==> src/rtl/mce_pkg.sv <==
// Shared types and constants for the memory copy/fill engine.
package mce_pkg;

    localparam int DEFAULT_AW = 16;
    localparam int DEFAULT_DW = 32;

    localparam logic MODE_COPY = 1'b0;
    localparam logic MODE_FILL = 1'b1;

    typedef enum logic [1:0] {
        ST_IDLE,
        ST_RD,
        ST_WR,
        ST_DONE
    } state_t;

endpackage

==> src/rtl/mce_addr_gen.sv <==
// Address generator: latches base addresses, chooses copy direction and
// walks the word offset. Source and destination sums wrap modulo 2^AW.
module mce_addr_gen
    import mce_pkg::*;
#(
    parameter int AW = DEFAULT_AW
) (
    input  logic          clk,
    input  logic          rst_n,
    input  logic          load,
    input  logic          step,
    input  logic          mode,
    input  logic [AW-1:0] src,
    input  logic [AW-1:0] dst,
    input  logic [AW-1:0] len,
    output logic [AW-1:0] src_addr,
    output logic [AW-1:0] dst_addr
);

    localparam logic [AW-1:0] ONE = AW'(1);

    logic [AW-1:0] src_q, src_d;
    logic [AW-1:0] dst_q, dst_d;
    logic [AW-1:0] off_q, off_d;
    logic          desc_q, desc_d;
    logic [AW-1:0] gap;
    logic          go_desc;

    // Direction decision and offset stepping.
    always_comb begin
        src_d  = src_q;
        dst_d  = dst_q;
        off_d  = off_q;
        desc_d = desc_q;
        // Destination starting inside the source window from above would
        // clobber unread source words, so walk that case from the top down.
        gap     = dst - src;
        go_desc = (mode == MODE_COPY) && (gap != '0) && (gap < len);
        if (load) begin
            src_d  = src;
            dst_d  = dst;
            desc_d = go_desc;
            off_d  = go_desc ? (len - ONE) : '0;
        end else if (step) begin
            off_d  = desc_q ? (off_q - ONE) : (off_q + ONE);
        end
    end

    // Base address, direction and offset registers.
    always_ff @(posedge clk or negedge rst_n) begin
        if (!rst_n) begin
            src_q  <= '0;
            dst_q  <= '0;
            off_q  <= '0;
            desc_q <= 1'b0;
        end else begin
            src_q  <= src_d;
            dst_q  <= dst_d;
            off_q  <= off_d;
            desc_q <= desc_d;
        end
    end

    // Wrapped address sums.
    always_comb begin
        src_addr = src_q + off_q;
        dst_addr = dst_q + off_q;
    end

endmodule

==> src/rtl/mem_copy_engine.sv <==
// Memory copy/fill engine: drives the single-port memory while busy,
// copying 2 cycles per word or filling 1 cycle per word.
module mem_copy_engine
    import mce_pkg::*;
#(
    parameter int AW = DEFAULT_AW,
    parameter int DW = DEFAULT_DW
) (
    input  logic          clk,
    input  logic          rst_n,
    input  logic          start,
    input  logic          mode,
    input  logic [31:0]   src,
    input  logic [31:0]   dst,
    input  logic [AW-1:0] len,
    input  logic [DW-1:0] pattern,
    output logic          rd,
    output logic          wrt,
    output logic [31:0]   addr,
    output logic [DW-1:0] datain,
    input  logic [DW-1:0] dataout,
    output logic          busy,
    output logic          done
);

    localparam logic [AW-1:0] ONE = AW'(1);

    state_t        state_q, state_d;
    logic [AW-1:0] len_q, len_d;
    logic          mode_q, mode_d;
    logic [DW-1:0] pattern_q, pattern_d;
    logic [AW-1:0] count_q, count_d;
    logic [DW-1:0] hold_q, hold_d;
    logic          load;
    logic          step;
    logic [AW-1:0] src_addr;
    logic [AW-1:0] dst_addr;

    assign load = (state_q == ST_IDLE) && start;
    assign step = (state_q == ST_WR);

    mce_addr_gen #(
        .AW(AW)
    ) u_addr_gen (
        .clk     (clk),
        .rst_n   (rst_n),
        .load    (load),
        .step    (step),
        .mode    (mode),
        .src     (src[AW-1:0]),
        .dst     (dst[AW-1:0]),
        .len     (len),
        .src_addr(src_addr),
        .dst_addr(dst_addr)
    );

    // Next-state logic: request latching, word counting and read capture.
    always_comb begin
        state_d   = state_q;
        len_d     = len_q;
        mode_d    = mode_q;
        pattern_d = pattern_q;
        count_d   = count_q;
        hold_d    = hold_q;
        case (state_q)
            ST_IDLE: begin
                if (start) begin
                    len_d     = len;
                    mode_d    = mode;
                    pattern_d = pattern;
                    count_d   = '0;
                    if (len == '0) begin
                        state_d = ST_DONE;
                    end else if (mode == MODE_FILL) begin
                        state_d = ST_WR;
                    end else begin
                        state_d = ST_RD;
                    end
                end
            end
            ST_RD: begin
                hold_d  = dataout;
                state_d = ST_WR;
            end
            ST_WR: begin
                count_d = count_q + ONE;
                if (count_d == len_q) begin
                    state_d = ST_DONE;
                end else if (mode_q == MODE_FILL) begin
                    state_d = ST_WR;
                end else begin
                    state_d = ST_RD;
                end
            end
            ST_DONE: begin
                state_d = ST_IDLE;
            end
            default: begin
                state_d = ST_IDLE;
            end
        endcase
    end

    // State, latched request and holding register.
    always_ff @(posedge clk or negedge rst_n) begin
        if (!rst_n) begin
            state_q   <= ST_IDLE;
            len_q     <= '0;
            mode_q    <= MODE_COPY;
            pattern_q <= '0;
            count_q   <= '0;
            hold_q    <= '0;
        end else begin
            state_q   <= state_d;
            len_q     <= len_d;
            mode_q    <= mode_d;
            pattern_q <= pattern_d;
            count_q   <= count_d;
            hold_q    <= hold_d;
        end
    end

    // Memory pin drive decoded from the registered state only.
    always_comb begin
        rd     = 1'b0;
        wrt    = 1'b0;
        addr   = '0;
        datain = '0;
        busy   = 1'b0;
        done   = 1'b0;
        case (state_q)
            ST_RD: begin
                rd   = 1'b1;
                busy = 1'b1;
                addr = {{(32-AW){1'b0}}, src_addr};
            end
            ST_WR: begin
                wrt    = 1'b1;
                busy   = 1'b1;
                addr   = {{(32-AW){1'b0}}, dst_addr};
                datain = (mode_q == MODE_FILL) ? pattern_q : hold_q;
            end
            ST_DONE: begin
                done = 1'b1;
            end
            default: begin
            end
        endcase
    end

endmodule

==> config.mk <==
export PLATFORM = sky130hd
export DESIGN_NAME = mem_copy_engine
export DESIGN_NICKNAME = d
export VERILOG_FILES = /design/src/rtl/mce_pkg.sv /design/src/rtl/mce_addr_gen.sv /design/src/rtl/mem_copy_engine.sv
export SDC_FILE = /design/constraint.sdc
export NUM_CORES = 1
export LEC_CHECK = 0
export CORE_MARGIN = 5
export CORE_UTILIZATION = 40
export CTS_CLUSTER_DIAMETER = 100
export CTS_CLUSTER_SIZE = 30
export DETAILED_ROUTE_END_ITERATION = 16
export DONT_BUFFER_PORTS = 1
export HOLD_SLACK_MARGIN = 0.05
export PLACE_DENSITY = 0.56
export SYNTH_ARGS = -nofsm -noshare
export SYNTH_HDL_FRONTEND = slang
export SYNTH_SLANG_ARGS = --single-unit
==> constraint.sdc <==
create_clock -name clk -period 11.8 [get_ports clk]
set_clock_uncertainty 0.05 [all_clocks]
set_input_delay 0.59 -clock clk [delete_from_list [all_inputs] [get_ports clk]]
set_output_delay 0.59 -clock clk [all_outputs]
set_load 0.01 [all_outputs]
==> qor_table.md <==
| Metric | This run |
|---|---|
| Synthesized area divided by synthesized cell count | 8.75 um^2 |
| Routability congestion estimate | 0.869 |
| Crit-path max cell delay | 0.59 ns |
| Area grow syn2layout | 8.45% |
| Period minus WS final | 5.26 ns |
| Worst min-delay path class | primary input to async pin |
| Starting density of the core | 40.7% |
| Worst r2r src | u_addr_gen.desc_q |
| Avg Vias per Cell | 5.33 |
| Distinct cell type count after synthesis | 75 |
| Clock Latency Late Sink | 0.42 ns |
| Global-route wire length before repair | 41.1 mm |
| Maximum number of buffers from clock root to sink | 2 |
| Slack of the worst reg-to-reg path | 8.51 ns |
| Post_cts resized | 0 |
| Yosys top cell area share | 37.2% |
| Crit-path cells | inv_1 -> ha_1 -> buf_4 -> mux2_2 -> ha_1 -> a21o_1 -> a21oi_2 -> o21ai_1 -> a211oi_1 -> nor3_1 -> a2111oi_1 -> a21oi_1 -> xnor2_1 -> and2_1 |
| Initial antenna violation count | 0 |
| Floorplan row count | 57 |
| Critical path buffer and inverter count | 2 |
| Worst EP arrival | 4.62 ns |
| Cell count after synthesis | 1139 |
| Highest Signal Layer | met4 |
| Number of synthesized flops with an enable pin | 0 |
| First drt pass iteration count | 5 |
| Nets | 1334 |
| Rel. slew slack | 32.5% |
| Transition at the pin with the smallest max-transition slack | 0.987 ns |
| Data required time at the worst endpoint | 11.16 ns |
| Count of final hold-check violations | 0 |
| Most instantiated flip-flop cell in the synthesis netlist | sky130_fd_sc_hd__dfrtp_1 |
| End of the worst register-to-register path | u_addr_gen.off_q[12] |
| Total Power Consumption | 0.00313 W |
| Clock buffer count from CTS | 17 |
| IO Port Bufs | 0 |
| Reg clk slew, reported paths | 0.07 ns |
| Share of post-route cells with drive strength above 1 | 9.81% |
| CP Max Fanout | 32 |
| Leading area contributor after synthesis | sky130_fd_sc_hd__dfrtp_1 |
| Share of the core filled with cells in the final layout | 44.2% |
| Sum of negative setup slack | 0 ns |
| Setup-violating endpoint count in the final report | 0 |
| Detailed-routed wire length on met2 | 11.6 mm |
| All-layer global routing usage | 18.1% |
| Internal Power | 0.00172 W |
| Max-cap violations | 0 |
| Ports placed on the boundary | 216 |
| Power density of the placed cells | 290 mW/mm^2 |
| Fmax | 190 MHz |
| Static leakage power | 5.03 nW |
| Setup repair after global routing missed its margin | false |
| Remaining DRCs | 0 |
| Vias after detailed routing | 7755 |
| Total congestion overflow after global routing | 0 |
| Endpoint type of the worst setup path | output port |
| Routed wire length per instance | 17.7 um |
| Clk sink count | 148 |
| VDD IR max | 230 uV |
| Chip height | 168 um |
| Total die area | 0.0282 mm^2 |
| Share of flip-flops with an asynchronous set or reset | 100% |
| Number of global-route vias before repair | 7584 |
| Worst setup path startpoint | state_q[0] |
| Sequential element share of the synthesized area | 37.2% |
| Worst slack, placed | 6.99 ns |
| Final critical-path setup slack | 6.54 ns |
| Max-slew violations | 0 |
| Initial DRC count | 463 |
| Slowest stage cell on the critical path | sky130_fd_sc_hd__a2111oi_1 |
| Floorplan die width | 168 um |
| Count of synthesis-stage warnings from yosys | 0 |
| Part of the power in registers | 29.2% |
| Critical path start-end classification | flip-flop to output port |
| Part of the cycle the worst path needs | 44.5% |
| Pin count of the biggest net entering global routing | 149 |
| Crit path capture | addr[15] |
| H-tree Lvls | 4 |
| Core area | 0.0245 mm^2 |
| Largest cells by area after synthesis | sky130_fd_sc_hd__dfrtp_1, sky130_fd_sc_hd__nand2_1, sky130_fd_sc_hd__ha_1, sky130_fd_sc_hd__mux2_2, sky130_fd_sc_hd__xnor2_1 |
| Post-DP HPWL | 18.8 mm |
| Net Sw Frac | 45.0% |
| Routed wl met3 | 1.49 mm |
| Ant. Diodes | 0 |
| Cell family with the largest share of critical-path delay | compound AO/OA/AOI/OAI gates |
| Buffer type at the clock tree root | sky130_fd_sc_hd__clkbuf_16 |
| Status | finished clean |
| Count of cell instances traversed by the critical path | 14 |
| Flip-flop and latch count after synthesis | 148 |
| DRT Wirelength | 25.7 mm |
| Met1 WL | 12.2 mm |
| Category of the worst setup path launch point | flip-flop |
| Depth of the worst register-to-register path | 10 |
| Post-route antenna net violation count | 0 |
| Fraction of power consumed by the clock network | 17.5% |
| CTS tree | done |
| Synthesized cell area | 0.00997 mm^2 |
| Net switching power figure | 0.00141 W |
| Power share of the combinational group | 53.3% |
| Cell repeated most along the worst path | sky130_fd_sc_hd__ha_1 |
## synth_stat cells, types with 7 or more instances
cell type,instances
sky130_fd_sc_hd__nor2_1,85
sky130_fd_sc_hd__and3_1,7
sky130_fd_sc_hd__xnor2_1,45
sky130_fd_sc_hd__o21ai_1,11
sky130_fd_sc_hd__nand3_1,17
sky130_fd_sc_hd__o21ai_0,77
sky130_fd_sc_hd__o21a_1,12
sky130_fd_sc_hd__nand4_1,8
sky130_fd_sc_hd__xor2_1,25
sky130_fd_sc_hd__mux2i_1,38
sky130_fd_sc_hd__clkbuf_1,32
sky130_fd_sc_hd__a211oi_1,9
sky130_fd_sc_hd__o31ai_1,9
sky130_fd_sc_hd__nor3_1,24
sky130_fd_sc_hd__nand2_1,217
sky130_fd_sc_hd__nor2b_1,10
sky130_fd_sc_hd__a21oi_1,49
sky130_fd_sc_hd__buf_4,16
sky130_fd_sc_hd__mux2_2,47
sky130_fd_sc_hd__and2_1,11
sky130_fd_sc_hd__a21o_1,14
sky130_fd_sc_hd__nand2b_1,9
sky130_fd_sc_hd__inv_1,55
sky130_fd_sc_hd__ha_1,65
sky130_fd_sc_hd__dfrtp_1,148
## registers in the layout, summed over array words and instances (netlist names)
| name | flops |
|---|---|
| count_q | 16 |
| pattern_q | 32 |
| u_addr_gen.src_q | 16 |
| u_addr_gen.dst_q | 16 |
| len_q | 16 |
| mode_q | 1 |
| u_addr_gen.desc_q | 1 |
| state_q | 2 |
| hold_q | 32 |
| u_addr_gen.off_q | 16 |
## cell type report
type,instances,area (um^2)
fill,2397,13700
multi-input combinational,890,5820
sequential,148,3700
clock buffer,17,425
tap,324,405
inverter,55,206
clock inverter,15,178
timing repair buffer,6,65.1
## through the flow
step | hold WS [ns] | instances | instance area (um^2)
final | 0.0588 | 1455 | 10800
after global routing | 0.151 | 1455 | 10800
after CTS | 0.158 | 1455 | 10800
after detailed placement | 0.254 | 1422 | 10200
after global placement | 0.253 | 1422 | 10200
after floorplan | 0.244 | 1154 | 10000
## worst register-to-register path, cell delays in order, from the launching register on
cell	delay (ns)
sky130_fd_sc_hd__dfrtp_1	0.75
sky130_fd_sc_hd__ha_1	0.39
sky130_fd_sc_hd__nor2b_1	0.16
sky130_fd_sc_hd__o21a_1	0.17
sky130_fd_sc_hd__o21ai_0	0.25
sky130_fd_sc_hd__a21oi_1	0.15
sky130_fd_sc_hd__o41ai_1	0.48
sky130_fd_sc_hd__o21ai_0	0.30
sky130_fd_sc_hd__xnor2_1	0.21
sky130_fd_sc_hd__a21oi_1	0.09
sky130_fd_sc_hd__a21o_1	0.17
## logic make-up (layout without fill, tap and decap cells)
| kind of cell | after synthesis | after routing | synth area share [%] |
|---|---|---|---|
| buffers and inverters | 116 | 93 | 5.12 |
| muxes | 85 | 85 | 9.13 |
| AOI/OAI and AO/OA | 233 | 233 | 14.8 |
| and+or+nand+nor | 418 | 418 | 18.8 |
| DFF | 148 | 148 | 37.2 |
| xor gates and xnor gates | 70 | 70 | 6.15 |
| other | 1 | 16 | 0.0376 |
| adders and majority gates | 68 | 68 | 8.76 |
## placed cells by master (no fill, tap or decap), types with 7 or more instances in the layout
master                      synthesis  routed
sky130_fd_sc_hd__a211oi_1           9       9
sky130_fd_sc_hd__a21o_1            14      14
sky130_fd_sc_hd__a21oi_1           49      49
sky130_fd_sc_hd__and2_1            11      10
sky130_fd_sc_hd__and3_1             7       7
sky130_fd_sc_hd__clkbuf_16          0      17
sky130_fd_sc_hd__conb_1             1      16
sky130_fd_sc_hd__dfrtp_1          148     147
sky130_fd_sc_hd__ha_1              65      64
sky130_fd_sc_hd__inv_1             55      55
sky130_fd_sc_hd__mux2_2            47      47
sky130_fd_sc_hd__mux2i_1           38      38
sky130_fd_sc_hd__nand2_1          217     216
sky130_fd_sc_hd__nand2b_1           9       9
sky130_fd_sc_hd__nand3_1           17      17
sky130_fd_sc_hd__nand4_1            8       8
sky130_fd_sc_hd__nor2_1            85      85
sky130_fd_sc_hd__nor2b_1           10      10
sky130_fd_sc_hd__nor3_1            24      24
sky130_fd_sc_hd__o21a_1            12      12
sky130_fd_sc_hd__o21ai_0           77      77
sky130_fd_sc_hd__o21ai_1           11      10
sky130_fd_sc_hd__o31ai_1            9       9
sky130_fd_sc_hd__xnor2_1           45      45
sky130_fd_sc_hd__xor2_1            25      25
## what timing repair did
action / 4_1_cts / 5_1_grt
setup buffers: 0 / 0
hold buffers: 1 / 0
endpoints found under the setup margin: 0 / 0
hold endpoints to repair: 148 / 0
## metal layers
layer  track usage [%]  up-vias
li1                  -     3871
met1              25.2     3668
met2              28.3      189
met3              4.01       27
met4              5.26        0
met5                 0        -
## power groups by stage
stage	combinational, W	sequential (W)	clock [W]
floorplan	0.00137	0.000848	0
global placement	0.00165	0.000921	0
detailed placement	0.00166	0.000929	0
CTS	0.00168	0.000919	0.000562
global route	0.00188	0.000951	0.000590
finish	0.00167	0.000916	0.000548
## worst min path at each step
stage               cells after the start  start          to
floorplan                               0  rst_n  count_q[0]
global placement                        0  rst_n  count_q[4]
detailed placement                      0  rst_n  count_q[4]
CTS                                     1  rst_n  count_q[3]
global route                            1  rst_n  count_q[3]
finish                                  1  rst_n  count_q[3]
(Power assumes the default switching activity.)
